File: config.mk
export PLATFORM = sky130hd
export DESIGN_NAME = cruise_controller
export DESIGN_NICKNAME = d
export VERILOG_FILES = /design/src/rtl/cruise_pkg.sv /design/src/rtl/cruise_accel_law.sv /design/src/rtl/cruise_controller.sv
export SDC_FILE = /design/constraint.sdc
export NUM_CORES = 1
export LEC_CHECK = 0
export ABC_CLOCK_PERIOD_IN_PS = 6700
export CAP_MARGIN = 30
export CELL_PAD_IN_SITES_DETAIL_PLACEMENT = 0
export CELL_PAD_IN_SITES_GLOBAL_PLACEMENT = 1
export CORE_MARGIN = 2
export CORE_UTILIZATION = 40
export CTS_CLUSTER_SIZE = 12
export DETAILED_ROUTE_END_ITERATION = 10
export PLACE_DENSITY = 0.88
export SETUP_SLACK_MARGIN = 0.15
export SLEW_MARGIN = 20
export SYNTH_ARGS = -nofsm -noshare
export SYNTH_HDL_FRONTEND = slang
export SYNTH_SLANG_ARGS = --single-unit
File: constraint.sdc
create_clock -name clk -period 6.7 [get_ports clk]
set_clock_uncertainty 0.1 [all_clocks]
set_input_delay 0.67 -clock clk [delete_from_list [all_inputs] [get_ports clk]]
set_output_delay 0.67 -clock clk [all_outputs]
set_load 0.02 [all_outputs]
File: src/rtl/cruise_pkg.sv
// Shared encodings and tuning constants for the cruise controller.
package cruise_pkg;

    typedef enum logic [1:0] {
        ST_OFF      = 2'd0,
        ST_STANDBY  = 2'd1,
        ST_ACTIVE   = 2'd2,
        ST_OVERRIDE = 2'd3
    } cruise_state_t;

    localparam logic [3:0] GEAR_D    = 4'd12;

    localparam logic [7:0] MIN_SET   = 8'd30;
    localparam logic [7:0] MAX_SET   = 8'd180;
    localparam logic [7:0] SET_STEP  = 8'd2;

    localparam logic [7:0] BASE_OFS  = 8'd10;
    localparam logic [7:0] GAIN      = 8'd4;
    localparam logic [7:0] OVR_HYST  = 8'd8;
    localparam logic [7:0] RAMP_STEP = 8'd8;

endpackage

File: src/rtl/cruise_accel_law.sv
// Combinational throttle law: clamped proportional target plus optional slew limit.
// Build option CRUISE_RAMP_EN limits each update to RAMP_STEP; otherwise the target loads directly.
module cruise_accel_law
    import cruise_pkg::*;
#(
    parameter int DATA_W = 8
) (
    input  logic [DATA_W-1:0] set_speed,
    input  logic [DATA_W-1:0] speed,
    input  logic [DATA_W-1:0] ctrl_accel,
    output logic [DATA_W-1:0] next_accel
);

    localparam int CALC_W = 12;

    localparam logic signed [CALC_W-1:0] BASE_S = $signed(CALC_W'(BASE_OFS));
    localparam logic signed [CALC_W-1:0] GAIN_S = $signed(CALC_W'(GAIN));
    localparam logic signed [CALC_W-1:0] MAX_S  = $signed(CALC_W'((1 << DATA_W) - 1));
`ifdef CRUISE_RAMP_EN
    localparam logic signed [CALC_W-1:0] STEP_LIM = $signed(CALC_W'(RAMP_STEP));
`else
    // A limit wider than the whole output range makes the step equal the full error.
    localparam logic signed [CALC_W-1:0] STEP_LIM = $signed(CALC_W'(1 << DATA_W));
`endif

    function automatic logic signed [CALC_W-1:0] widen(input logic [DATA_W-1:0] v);
        return $signed({{(CALC_W-DATA_W){1'b0}}, v});
    endfunction

    function automatic logic [DATA_W-1:0] sat_unsigned(input logic signed [CALC_W-1:0] v);
        if (v[CALC_W-1])
            return '0;
        if (v > MAX_S)
            return '1;
        return v[DATA_W-1:0];
    endfunction

    function automatic logic signed [CALC_W-1:0] limit_step(input logic signed [CALC_W-1:0] d);
        if (d > STEP_LIM)
            return STEP_LIM;
        if (d < -STEP_LIM)
            return -STEP_LIM;
        return d;
    endfunction

    logic signed [CALC_W-1:0] err;
    logic signed [CALC_W-1:0] target_raw;
    logic        [DATA_W-1:0] target;

    always_comb begin
        err        = widen(set_speed) - widen(speed);
        target_raw = widen(set_speed) + BASE_S + err * GAIN_S;
        target     = sat_unsigned(target_raw);
        next_accel = sat_unsigned(widen(ctrl_accel) + limit_step(widen(target) - widen(ctrl_accel)));
    end

endmodule

File: src/rtl/cruise_controller.sv
// Cruise control FSM with set-speed tracking, driver override and registered throttle output.
// Build option CRUISE_RAMP_EN (see cruise_accel_law) slew-limits the control law.
module cruise_controller
    import cruise_pkg::*;
#(
    parameter int DATA_W = 8
) (
    input  logic              clk,
    input  logic              rst,
    input  logic              engine_on,
    input  logic              tick_speed,
    input  logic [3:0]        current_gear,
    input  logic [DATA_W-1:0] speed,
    input  logic [DATA_W-1:0] adc_accel,
    input  logic              is_brake_normal,
    input  logic              is_brake_hard,
    input  logic              btn_main,
    input  logic              btn_set,
    input  logic              btn_resume,
    input  logic              btn_cancel,
    output logic [DATA_W-1:0] accel_cmd,
    output logic [DATA_W-1:0] set_speed,
    output logic [1:0]        cruise_state,
    output logic              cruise_active
);

    cruise_state_t     state, state_nxt;
    logic [DATA_W-1:0] ctrl_accel, ctrl_nxt, set_nxt, accel_nxt, law_accel;
    logic              gear_d, exit_evt, set_only, resume_only, ovr_enter;

    function automatic logic [DATA_W-1:0] sat_step_down(input logic [DATA_W-1:0] s);
        return (s <= MIN_SET + SET_STEP) ? MIN_SET : s - SET_STEP;
    endfunction

    function automatic logic [DATA_W-1:0] sat_step_up(input logic [DATA_W-1:0] s);
        return (s >= MAX_SET - SET_STEP) ? MAX_SET : s + SET_STEP;
    endfunction

    cruise_accel_law #(.DATA_W(DATA_W)) u_law (
        .set_speed  (set_speed),
        .speed      (speed),
        .ctrl_accel (ctrl_accel),
        .next_accel (law_accel)
    );

    always_comb begin
        state_nxt   = state;
        set_nxt     = set_speed;
        ctrl_nxt    = ctrl_accel;
        gear_d      = (current_gear == GEAR_D);
        exit_evt    = is_brake_normal | is_brake_hard | btn_cancel | ~gear_d;
        set_only    = btn_set & ~btn_resume;
        resume_only = btn_resume & ~btn_set;
        // 9-bit compare so ctrl_accel near full scale cannot wrap the threshold.
        ovr_enter   = {1'b0, adc_accel} > ({1'b0, ctrl_accel} + {1'b0, OVR_HYST});

        if (!engine_on) begin
            state_nxt = ST_OFF;
            set_nxt   = '0;
            ctrl_nxt  = '0;
        end else if (btn_main) begin
            state_nxt = (state == ST_OFF) ? ST_STANDBY : ST_OFF;
            set_nxt   = '0;
            ctrl_nxt  = '0;
        end else begin
            unique case (state)
                ST_OFF: ;
                ST_STANDBY: begin
                    if (set_only && gear_d && speed >= MIN_SET && speed <= MAX_SET) begin
                        state_nxt = ST_ACTIVE;
                        set_nxt   = speed;
                        ctrl_nxt  = speed + BASE_OFS;
                    end else if (resume_only && gear_d && set_speed != '0) begin
                        state_nxt = ST_ACTIVE;
                        ctrl_nxt  = set_speed + BASE_OFS;
                    end
                end
                ST_ACTIVE: begin
                    if (exit_evt)
                        state_nxt = ST_STANDBY;
                    else if (set_only)
                        set_nxt = sat_step_down(set_speed);
                    else if (resume_only)
                        set_nxt = sat_step_up(set_speed);
                    else if (ovr_enter)
                        state_nxt = ST_OVERRIDE;
                    if (tick_speed && state_nxt == ST_ACTIVE)
                        ctrl_nxt = law_accel;
                end
                ST_OVERRIDE: begin
                    if (exit_evt)
                        state_nxt = ST_STANDBY;
                    else if (adc_accel <= ctrl_accel)
                        state_nxt = ST_ACTIVE;
                end
                default: state_nxt = ST_OFF;
            endcase
        end

        // Output follows the state being entered so a transition shows up one clock later.
        accel_nxt = (state_nxt == ST_ACTIVE) ? ctrl_nxt : adc_accel;
    end

    always_ff @(posedge clk or posedge rst) begin
        if (rst) begin
            state      <= ST_OFF;
            set_speed  <= '0;
            ctrl_accel <= '0;
            accel_cmd  <= '0;
        end else begin
            state      <= state_nxt;
            set_speed  <= set_nxt;
            ctrl_accel <= ctrl_nxt;
            accel_cmd  <= accel_nxt;
        end
    end

    assign cruise_state  = state;
    assign cruise_active = (state == ST_ACTIVE) || (state == ST_OVERRIDE);

endmodule
==> key figures, run 1 <==
Min path
  – Worst Hold Class: input port to async pin

Yosys
  – Synthesized instance count: 519
  – Post-synthesis cell area: 0.00417 mm2
  – Synthesized flop and latch total: 26
  – Syn_nets: 612
  – Asr flop ratio synth: between 90% and 100%
  – Number of synthesized flops with an enable pin: 0
  – Yosys cell types: ~70
  – Primary FF master, synth: dfrtp_1
  – Ys Warns: 0
  – Avg Cell Area, Syn: ~8.0 um2
  – Register area share after synthesis: about 16%

STA
  – Worst rel slew slack: between 40% and 50%
  – Clock period minus worst slack: around 6300 ps
  – Slew @ Worst Pin: between 800 and 900 ps
  – Endpoints failing hold: 0
  – Slew Viols, Final: 0
  – Final setup vio count: 0
  – Final period utilization: about 94%
  – RSZ-0062 raised after global routing: no
  – Fin worst setup slack: around 380 ps
  – Fmax achieved: 0.158 GHz

Clock tree
  – Clk pin slew, worst setup/hold paths: 100 ps
  – CTS H-tree depth: 1
  – Clock sink total: 26
  – Clock Tree Buf Depth: 2
  – Hold-fix buffers, CTS: 0
  – Root buf cell: clkbuf_8
  – CTS tree: built
  – Clock latency on the worst-skew pair: 280 ps
  – Total CTS buffers: 3

Placed design
  – HPWL Detailed: about 11,000 um
  – Buffers on Ports: 48
  – Dpl cells: between 700 and 800
  – Pre-CTS WS: -300 ps
  – Routability congestion estimate: 0.917

Final layout
  – Most frequent cells in the layout: buf_4, ha_1, inv_1
  – # nets final: 713
  – Area growth, synth to finish: 32.0%
  – Proportion of layout cells with a drive suffix above 1: approximately 21%
  – Layout Cells excl Fill: 755
  – Commonest non-fill, non-tap cell in the layout: buf_4
  – N_diodes: 0

Critical path
  – Reg-to-Reg Start: set_speed[1]
  – Start point of the critical path: set_speed[1]
  – R2r endpoint: accel_cmd[3]
  – Bufs and invs on worst path: 3
  – Crit path max-delay family: compound AO/OA/AOI/OAI gates
  – R2R Setup Slk: 380 ps
  – WP data arrival: 6400 ps
  – Critical Path Sink: accel_cmd[3]
  – Setup CP Type: register to register
  – Crit end category: register
  – Worst path slowest cell: dfrtp_2
  – CP Data Required Time: 6770 ps
  – CP Launch Type: register
  – Crit Path Max Fanout: 7
  – CP peak stage delay: between 400 and 500 ps
  – R2r worst-path depth: 28
  – Critical path depth: 28

Route
  – Antenna-violating nets left: 0
  – 1st-pass router iterations: 8
  – DR iter-0 viols: 286
  – Residual DRC: 0
  – Total Routed Length: around 14,000 um
  – Routed len/inst: ~18 um
  – Routed vias: 4,496
  – Post-DR vias/cell: 5.95

Die
  – Die Height: between 100 and 150 um
  – Top Ports: 49
  – Die W: about 110 um
  – Die ar.: approximately 0.011 mm2
  – Num rows: 37
  – Initial Util: about two fifths
  – CORE AREA: between 0.01 and 0.015 mm2

Status
  – Status: completed

Global route
  – First-pass GRT wire length: between 20,000 and 25,000 um
  – Initial antenna violation count: 0
  – Gr ovfl total: 0
  – Largest net degree at the start of global routing: 19
  – GRT Resource Usage Total: 23.6%
  – Vias in the first global route: 4,418

Power
  – Leak pwr: about 0.0024 uW
  – Overall Power: ~960 uW
  – Worst vdd ir: between 0.1 and 0.15 mV
  – PwrDens: roughly 180 mW/mm2

Job
  – Max_cap viols: 0
## where the power goes
part,leakage (uW),switching [uW],internal [uW]
sequential,0.000339,14.7,166
clock,0.0000357,55.0,80.1
combinational,0.00204,335,313
total,0.00241,405,560
## registers in the layout (all words and copies together) (netlist names)
name / flops
set_speed: 8
accel_cmd: 8
cruise_state: 2
ctrl_accel: 8
## worst min path at each step
stage               startpoint              end  slack, ps  depth (start not counted)
6_report                   rst     set_speed[3]        570                          2
5_1_grt                    rst     set_speed[3]        600                          2
4_1_cts                    rst     set_speed[3]        580                          2
3_5_place_dp   cruise_state[0]  cruise_state[0]        630                          2
3_3_place_gp   cruise_state[0]  cruise_state[0]        620                          2
2_1_floorplan    ctrl_accel[1]    ctrl_accel[1]        510                          2
## stage by stage
stage / TNS (ps) / hold WS (ps) / cell area, um2 / util [%]
3_3_place_gp: -1440 / 621 / 5160 / 50.5
6_report: 0 / 572 / 5510 / 53.8
3_5_place_dp: -2540 / 634 / 5190 / 50.7
2_1_floorplan: 0 / 512 / 4170 / -
5_1_grt: 0 / 604 / 5510 / 53.8
4_1_cts: 0 / 580 / 5300 / 51.8
## worst reg2reg max path: cells and delay by family, from the launching register on
kind                       cells  cell delay (ps)
buffers and inverters          3              470
AOI/OAI and AO/OA             10             1950
xor gates and xnor gates       2              280
muxes                          1              310
and+or+nand+nor                8             1520
adders and majority gates      4             1120
DFF                            1              460
## synthesized netlist by cell type (11+ instances only)
library cell / n / share of area (%)
a211oi_1: 11 / 2.0
nand3_1: 11 / 1.3
dfrtp_1: 26 / 16
a21o_1: 12 / 2.2
nor2_1: 22 / 2.0
ha_1: 59 / 18
o21ai_0: 37 / 4.4
nand2_1: 27 / 2.4
nor3_1: 12 / 1.4
xnor2_1: 26 / 5.5
a21oi_1: 42 / 5.0
inv_1: 49 / 4.4
o211ai_1: 12 / 2.2
## kinds of logic (layout without fill, tap and decap cells)
| logic type | count (synthesis) | count (layout) | synth area share [%] |
|---|---|---|---|
| xor+xnor | 35 | 35 | 7.35 |
| flops | 26 | 26 | 15.6 |
| simple gates | 129 | 129 | 17.1 |
| compound gates | 189 | 189 | 31.2 |
| mux | 12 | 12 | 3.06 |
| fa+ha+maj | 63 | 63 | 19.6 |
| buf+inv | 65 | 165 | 6.09 |
## final cells by class
type	instances	area [um2]
tap	136	170
sequential	26	653
fill	963	4720
clock buffer	3	41.3
inverter	50	188
clock inverter	1	30.0
multi-input combinational	428	3440
timing repair buffer	111	986
## metal layers
| metal | global-route usage [%] | vias to the layer above | part of all wire [%] |
|---|---|---|---|
| li1 | - | 2146 | - |
| met1 | 30.6 | 2155 | 43 |
| met2 | 40.6 | 164 | 48 |
| met3 | 2.51 | 31 | 5.9 |
| met4 | 8.18 | 0 | 3.2 |
| met5 | 0 | - | 0 |
## what timing repair did
item	CTS	global route
pin swaps	1	19
setup endpoints to repair	9	16
buffers inserted	1	7
gates resized for setup	9	42
No activity file was read; power rests on OpenSTA's default activity.
==> run 2, diff against run 1 <==
Settings changed: CORE_UTILIZATION 40 to 43, PLACE_DENSITY 0.88 to 0.93.
==> run 2 against run 1 <==
- worst hold slack lost 21 ps
- non-clock buffer count grew 23
- maximum frequency shrank 0.63%
- global-route usage grew 3.0 points
- first-iteration DRC count shrank 7.0%
- critical endpoint is now accel_cmd[4]
- largest power group unchanged
- highest routed layer unchanged
==> key figures, run 2 (same netlist as run 1, synthesis figures left out) <==
Status
  – Status: completed

Final layout
  – Post-route cell area: ~0.0057 mm2
  – Fillers: between 800 and 900
  – N_diodes: 0
  – Area growth, synth to finish: 35.9%
  – Top flop regs: accel_cmd: 8 flops, ctrl_accel: 8 flops, set_speed: 8 flops
  – Proportion of layout cells with a drive suffix above 1: 23.4%
  – # nets final: roughly 740
  – Commonest non-fill, non-tap cell in the layout: buf_4
  – Most frequent cells in the layout: buf_4, ha_1, inv_1

Placed design
  – Pre-CTS WS: -438 ps
  – Post-DP Area: 0.00532 mm2
  – Routability congestion estimate: just over 0.9
  – Buffers on Ports: 48
  – HPWL Detailed: approximately 11,000 um

Route
  – Routed len/inst: between 15 and 20 um
  – DR iter-0 viols: roughly 270
  – 1st-pass router iterations: 5
  – Routed vias: roughly 4,600
  – Post-DR vias/cell: between 5 and 6
  – Antenna-violating nets left: 0
  – Total Routed Length: ~14,000 um
  – Residual DRC: 0

STA
  – Slew Viols, Final: 0
  – Fmax achieved: 0.157 GHz
  – Final setup vio count: 0
  – Fin worst setup slack: between 300 and 400 ps
  – RSZ-0062 raised after global routing: no
  – TNS Setup: 0 ps
  – Slew @ Worst Pin: 907 ps
  – Endpoints failing hold: 0
  – Worst rel slew slack: just under 40%
  – Final period utilization: 95.0%
  – Clock period minus worst slack: around 6400 ps
  – Worst hold margin: ~550 ps

Critical path
  – Crit end category: register
  – Crit Path Max Fanout: 6
  – Setup CP Type: register to register
  – WP data arrival: between 6000 and 7000 ps
  – CP Data Required Time: about 6800 ps
  – R2R Setup Slk: ~340 ps
  – CP Launch Type: register

Clock tree
  – Clock sink total: 26
  – Clk pin slew, worst setup/hold paths: 100 ps
  – Clock Tree Buf Depth: 2
  – Total CTS buffers: 3
  – Clock latency on the worst-skew pair: between 200 and 300 ps
  – Hold-fix buffers, CTS: 0
  – CTS H-tree depth: 1
  – Root buf cell: clkbuf_8
  – CTS tree: built

Global route
  – Initial antenna violation count: 0
  – Gr ovfl total: 0
  – Vias in the first global route: approximately 4,600
  – Largest net degree at the start of global routing: 19
  – GRT Resource Usage Total: 26.6%
  – First-pass GRT wire length: about 22,000 um

Power
  – Worst vdd ir: about 0.16 mV
  – Overall Power: ~1000 uW
  – Leak pwr: roughly 0.0025 uW
  – PwrDens: about 180 mW/mm2

Die
  – CORE AREA: 0.00933 mm2
  – Die Height: slightly above 100 um
  – Die ar.: 0.0105 mm2
  – Num rows: 35
  – Die W: between 100 and 150 um
  – Initial Util: 44.7%
  – Top Ports: 49

Min path
  – Worst Hold Class: input port to async pin

Job
  – Max_cap viols: 0
run 2: changes by cell type in the layout (fill, tap and decap cells not counted), moves of 2 or more:
cell / delta
a211oi_4: +2
a211oi_2: -5
buf_4: +22
a211oi_1: +3
run 2: metrics by stage:
step,cells,utilization [%]
2_1_floorplan,519,-
3_3_place_gp,755,56.9
3_5_place_dp,756,57.0
4_1_cts,764,58.9
5_1_grt,771,60.8
6_report,771,60.8
run 2: final timing paths:
check,cells after the start,end,start
setup / recovery,27,accel_cmd[4],set_speed[1]
hold / removal,2,set_speed[7],rst
setup reg to reg,27,accel_cmd[4],set_speed[1]
hold reg to reg,3,set_speed[7],set_speed[7]
max in group asynchronous,3,ctrl_accel[1],rst
min in group clk,3,set_speed[7],set_speed[7]
run 2: layer usage:
metal  GRT usage (%)  up-vias  wire length (um)
met4            7.69        0               327
li1                -     2191                 -
met5               0        -                 0
met3            3.80       28               777
met1            32.7     2214              5820
met2            48.2      154              6870
run 2: power by group:
| part | internal (uW) | switching, uW |
|---|---|---|
| sequential | 166 | 10.3 |
| combinational | 331 | 353 |
| clock | 80.1 | 59.0 |
run 2: layout make-up:
| class | count | area [um2] | share of cell area [%] |
|---|---|---|---|
| inverters | 50 | 191 | 3.38 |
| multi-input cells | 428 | 3450 | 60.8 |
| repair buffers | 134 | 1150 | 20.3 |
| well taps | 129 | 161 | 2.85 |
| clock buffers | 3 | 41.3 | 0.728 |
| clock inverters | 1 | 30.0 | 0.529 |
| flip-flops and latches | 26 | 652 | 11.5 |
run 2: worst max-delay path, stage by stage, from the launching register on:
cell	delay (ps)
dfrtp_2	480
buf_4	180
ha_2	250
xnor2_2	260
inv_1	110
fa_2	420
nor2b_2	140
o21ai_2	80
a21oi_2	150
or2_4	140
or3b_2	430
o211ai_1	190
buf_4	190
o22ai_1	100
ha_1	350
a211oi_2	230
a21oi_2	90
nor2_1	140
xnor2_1	110
ha_2	200
or2_2	300
a311o_1	350
and3_1	180
a32o_2	240
buf_6	140
a211oi_4	250
o22ai_2	150
mux2_4	310
run 2: what timing repair did:
action / in CTS / in global routing
pin swaps: 6 / 20
resized for setup: 20 / 35
hold endpoints to repair: 0 / 0
buffers inserted: 4 / 7
setup endpoints to repair: 12 / 16
==> run 3, diff against run 2 <==
Settings changed: MAX_ROUTING_LAYER set to met4.
==> run 3 against run 2 <==
- first-iteration DRC count rose by 17%
- critical endpoint unchanged
- flip-flop and latch count did not move
- cell area did not move
- clock power barely moved
- register-to-register slack barely moved
- worst hold slack improved by 26 ps
- critical path depth rose by 2
- sequential power barely moved
- power rose by 0.88%
- utilization did not move
- global-route usage rose by 1.5 points
- sequential share of layout area did not move
==> key figures, run 3 (same netlist as run 1, synthesis figures left out) <==
Critical path
  – Worst path slowest cell: or3b_2
  – Crit path max-delay family: compound AO/OA/AOI/OAI gates
  – Crit Path Max Fanout: 5
  – Crit end category: register
  – Setup CP Type: input port to register
  – WP data arrival: approximately 6500 ps
  – R2R Setup Slk: 340 ps
  – Bufs and invs on worst path: 3
  – CP Launch Type: input port
  – CP Data Required Time: a little under 7000 ps
  – CP peak stage delay: 430 ps

Job
  – Max_cap viols: 0

Clock tree
  – CTS tree: built
  – CTS H-tree depth: 1
  – Clk pin slew, worst setup/hold paths: ~100 ps
  – Root buf cell: clkbuf_8
  – Clock Tree Buf Depth: 2
  – Hold-fix buffers, CTS: 0
  – Clock sink total: 26
  – Clock latency on the worst-skew pair: around 280 ps
  – Total CTS buffers: 3

Die
  – Die Height: about 100 um
  – Initial Util: 44.7%
  – CORE AREA: between 0.009 and 0.01 mm2
  – Top Ports: 49
  – Die ar.: ~0.011 mm2
  – Die W: around 100 um
  – Num rows: 35

STA
  – Slew @ Worst Pin: roughly 860 ps
  – Final setup vio count: 0
  – Worst rel slew slack: approximately 43%
  – Worst hold margin: slightly below 600 ps
  – Endpoints failing hold: 0
  – Clock period minus worst slack: between 6000 and 7000 ps
  – Fmax achieved: about 0.16 GHz
  – RSZ-0062 raised after global routing: no
  – TNS Setup: 0 ps
  – Slew Viols, Final: 0
  – Final period utilization: a little over nine tenths

Final layout
  – Proportion of layout cells with a drive suffix above 1: roughly a quarter
  – Top flop regs: accel_cmd: 8 flops, ctrl_accel: 8 flops, set_speed: 8 flops
  – Layout Cells excl Fill: 772
  – Commonest non-fill, non-tap cell in the layout: buf_4
  – N_diodes: 0
  – Area growth, synth to finish: 35.9%
  – # nets final: about 740
  – Finished Core Util: 60.8%
  – Post-route cell area: around 0.0057 mm2
  – Most frequent cells in the layout: buf_4, ha_1, inv_1

Power
  – Sw frac: between 40% and 50%
  – Psw: approximately 430 uW
  – Leak pwr: around 0.0025 uW
  – Internal power: approximately 580 uW
  – Combinational power share: between 60 and 70%
  – PwrDens: around 180 mW/mm2
  – Clock power frac: between 10% and 20%
  – Reg power frac: 17.5%
  – Worst vdd ir: about 0.14 mV

Route
  – Post-DR vias/cell: approximately 5.9
  – Routed len/inst: between 15 and 20 um
  – DR iter-0 viols: between 300 and 400
  – Antenna-violating nets left: 0
  – 1st-pass router iterations: 5
  – Residual DRC: 0
  – Total Routed Length: approximately 14,000 um
  – Routed vias: 4,593

Placed design
  – HPWL Detailed: about 11,000 um
  – Routability congestion estimate: 0.945
  – Post-DP Area: about 0.0053 mm2
  – Dpl cells: 757
  – Buffers on Ports: between 40 and 50

Global route
  – Vias in the first global route: 4,575
  – First-pass GRT wire length: 22,600 um
  – Gr ovfl total: 0
  – Initial antenna violation count: 0
  – GRT Resource Usage Total: 28.1%
  – Largest net degree at the start of global routing: 19

Min path
  – Worst Hold Class: input port to async pin

Status
  – Status: completed
==> run 3: cell types whose count changed in the layout (fill, tap and decap cells not counted), sizes merged <==
cell / before / now
clkinvlp: 1 / 0
dlymetal6s2s: 5 / 3
inv: 48 / 49
clkbuf: 3 / 5
dlygate4sd2: 0 / 1
==> run 3: routing by layer <==
metal | track usage (%) | vias to the layer above | wire (um)
met3 | 3.19 | 24 | 760
met2 | 48.4 | 158 | 7020
li1 | - | 2193 | -
met4 | 6.05 | 0 | 220
met5 | - | - | 0
met1 | 35.6 | 2218 | 6040
==> run 3: layout make-up <==
type	instances	area [um2]
Multi-Input combinational cell	428	3450
Fill cell	851	3660
Inverter	50	188
Clock inverter	1	30.0
Tap cell	129	161
Clock buffer	3	41.3
Sequential cell	26	652
Timing Repair Buffer	135	1150
==> run 3: worst paths after layout <==
kind                              start            end  cells past startpoint
max                            speed[0]   accel_cmd[4]                     29
min                                 rst   set_speed[7]                      2
max reg2reg                set_speed[1]   accel_cmd[4]                     25
min reg2reg                set_speed[5]   set_speed[5]                      2
max in group asynchronous           rst  ctrl_accel[1]                      3
min in group clk           set_speed[5]   set_speed[5]                      2
==> run 3: power groups by stage <==
stage	clock, uW	sequential, uW	combinational (uW)
after floorplan	0	189	371
after global placement	0	179	610
after detailed placement	0	179	622
after CTS	140	176	644
after global routing	147	178	754
final	139	176	693
==> run 3: metrics by stage <==
stage | total power, uW | worst slack [ps]
after floorplan | 559 | 423
after global placement | 788 | -241
after detailed placement | 801 | -368
after CTS | 960 | 158
after global routing | 1080 | 23.8
final | 1010 | 261
==> run 3: repair_timing <==
item / 4_1_cts / 5_1_grt
resized for setup: 20 / 35
setup buffers: 3 / 8
setup endpoints to repair: 11 / 16
pin swaps: 8 / 16
gates cloned: 0 / 0
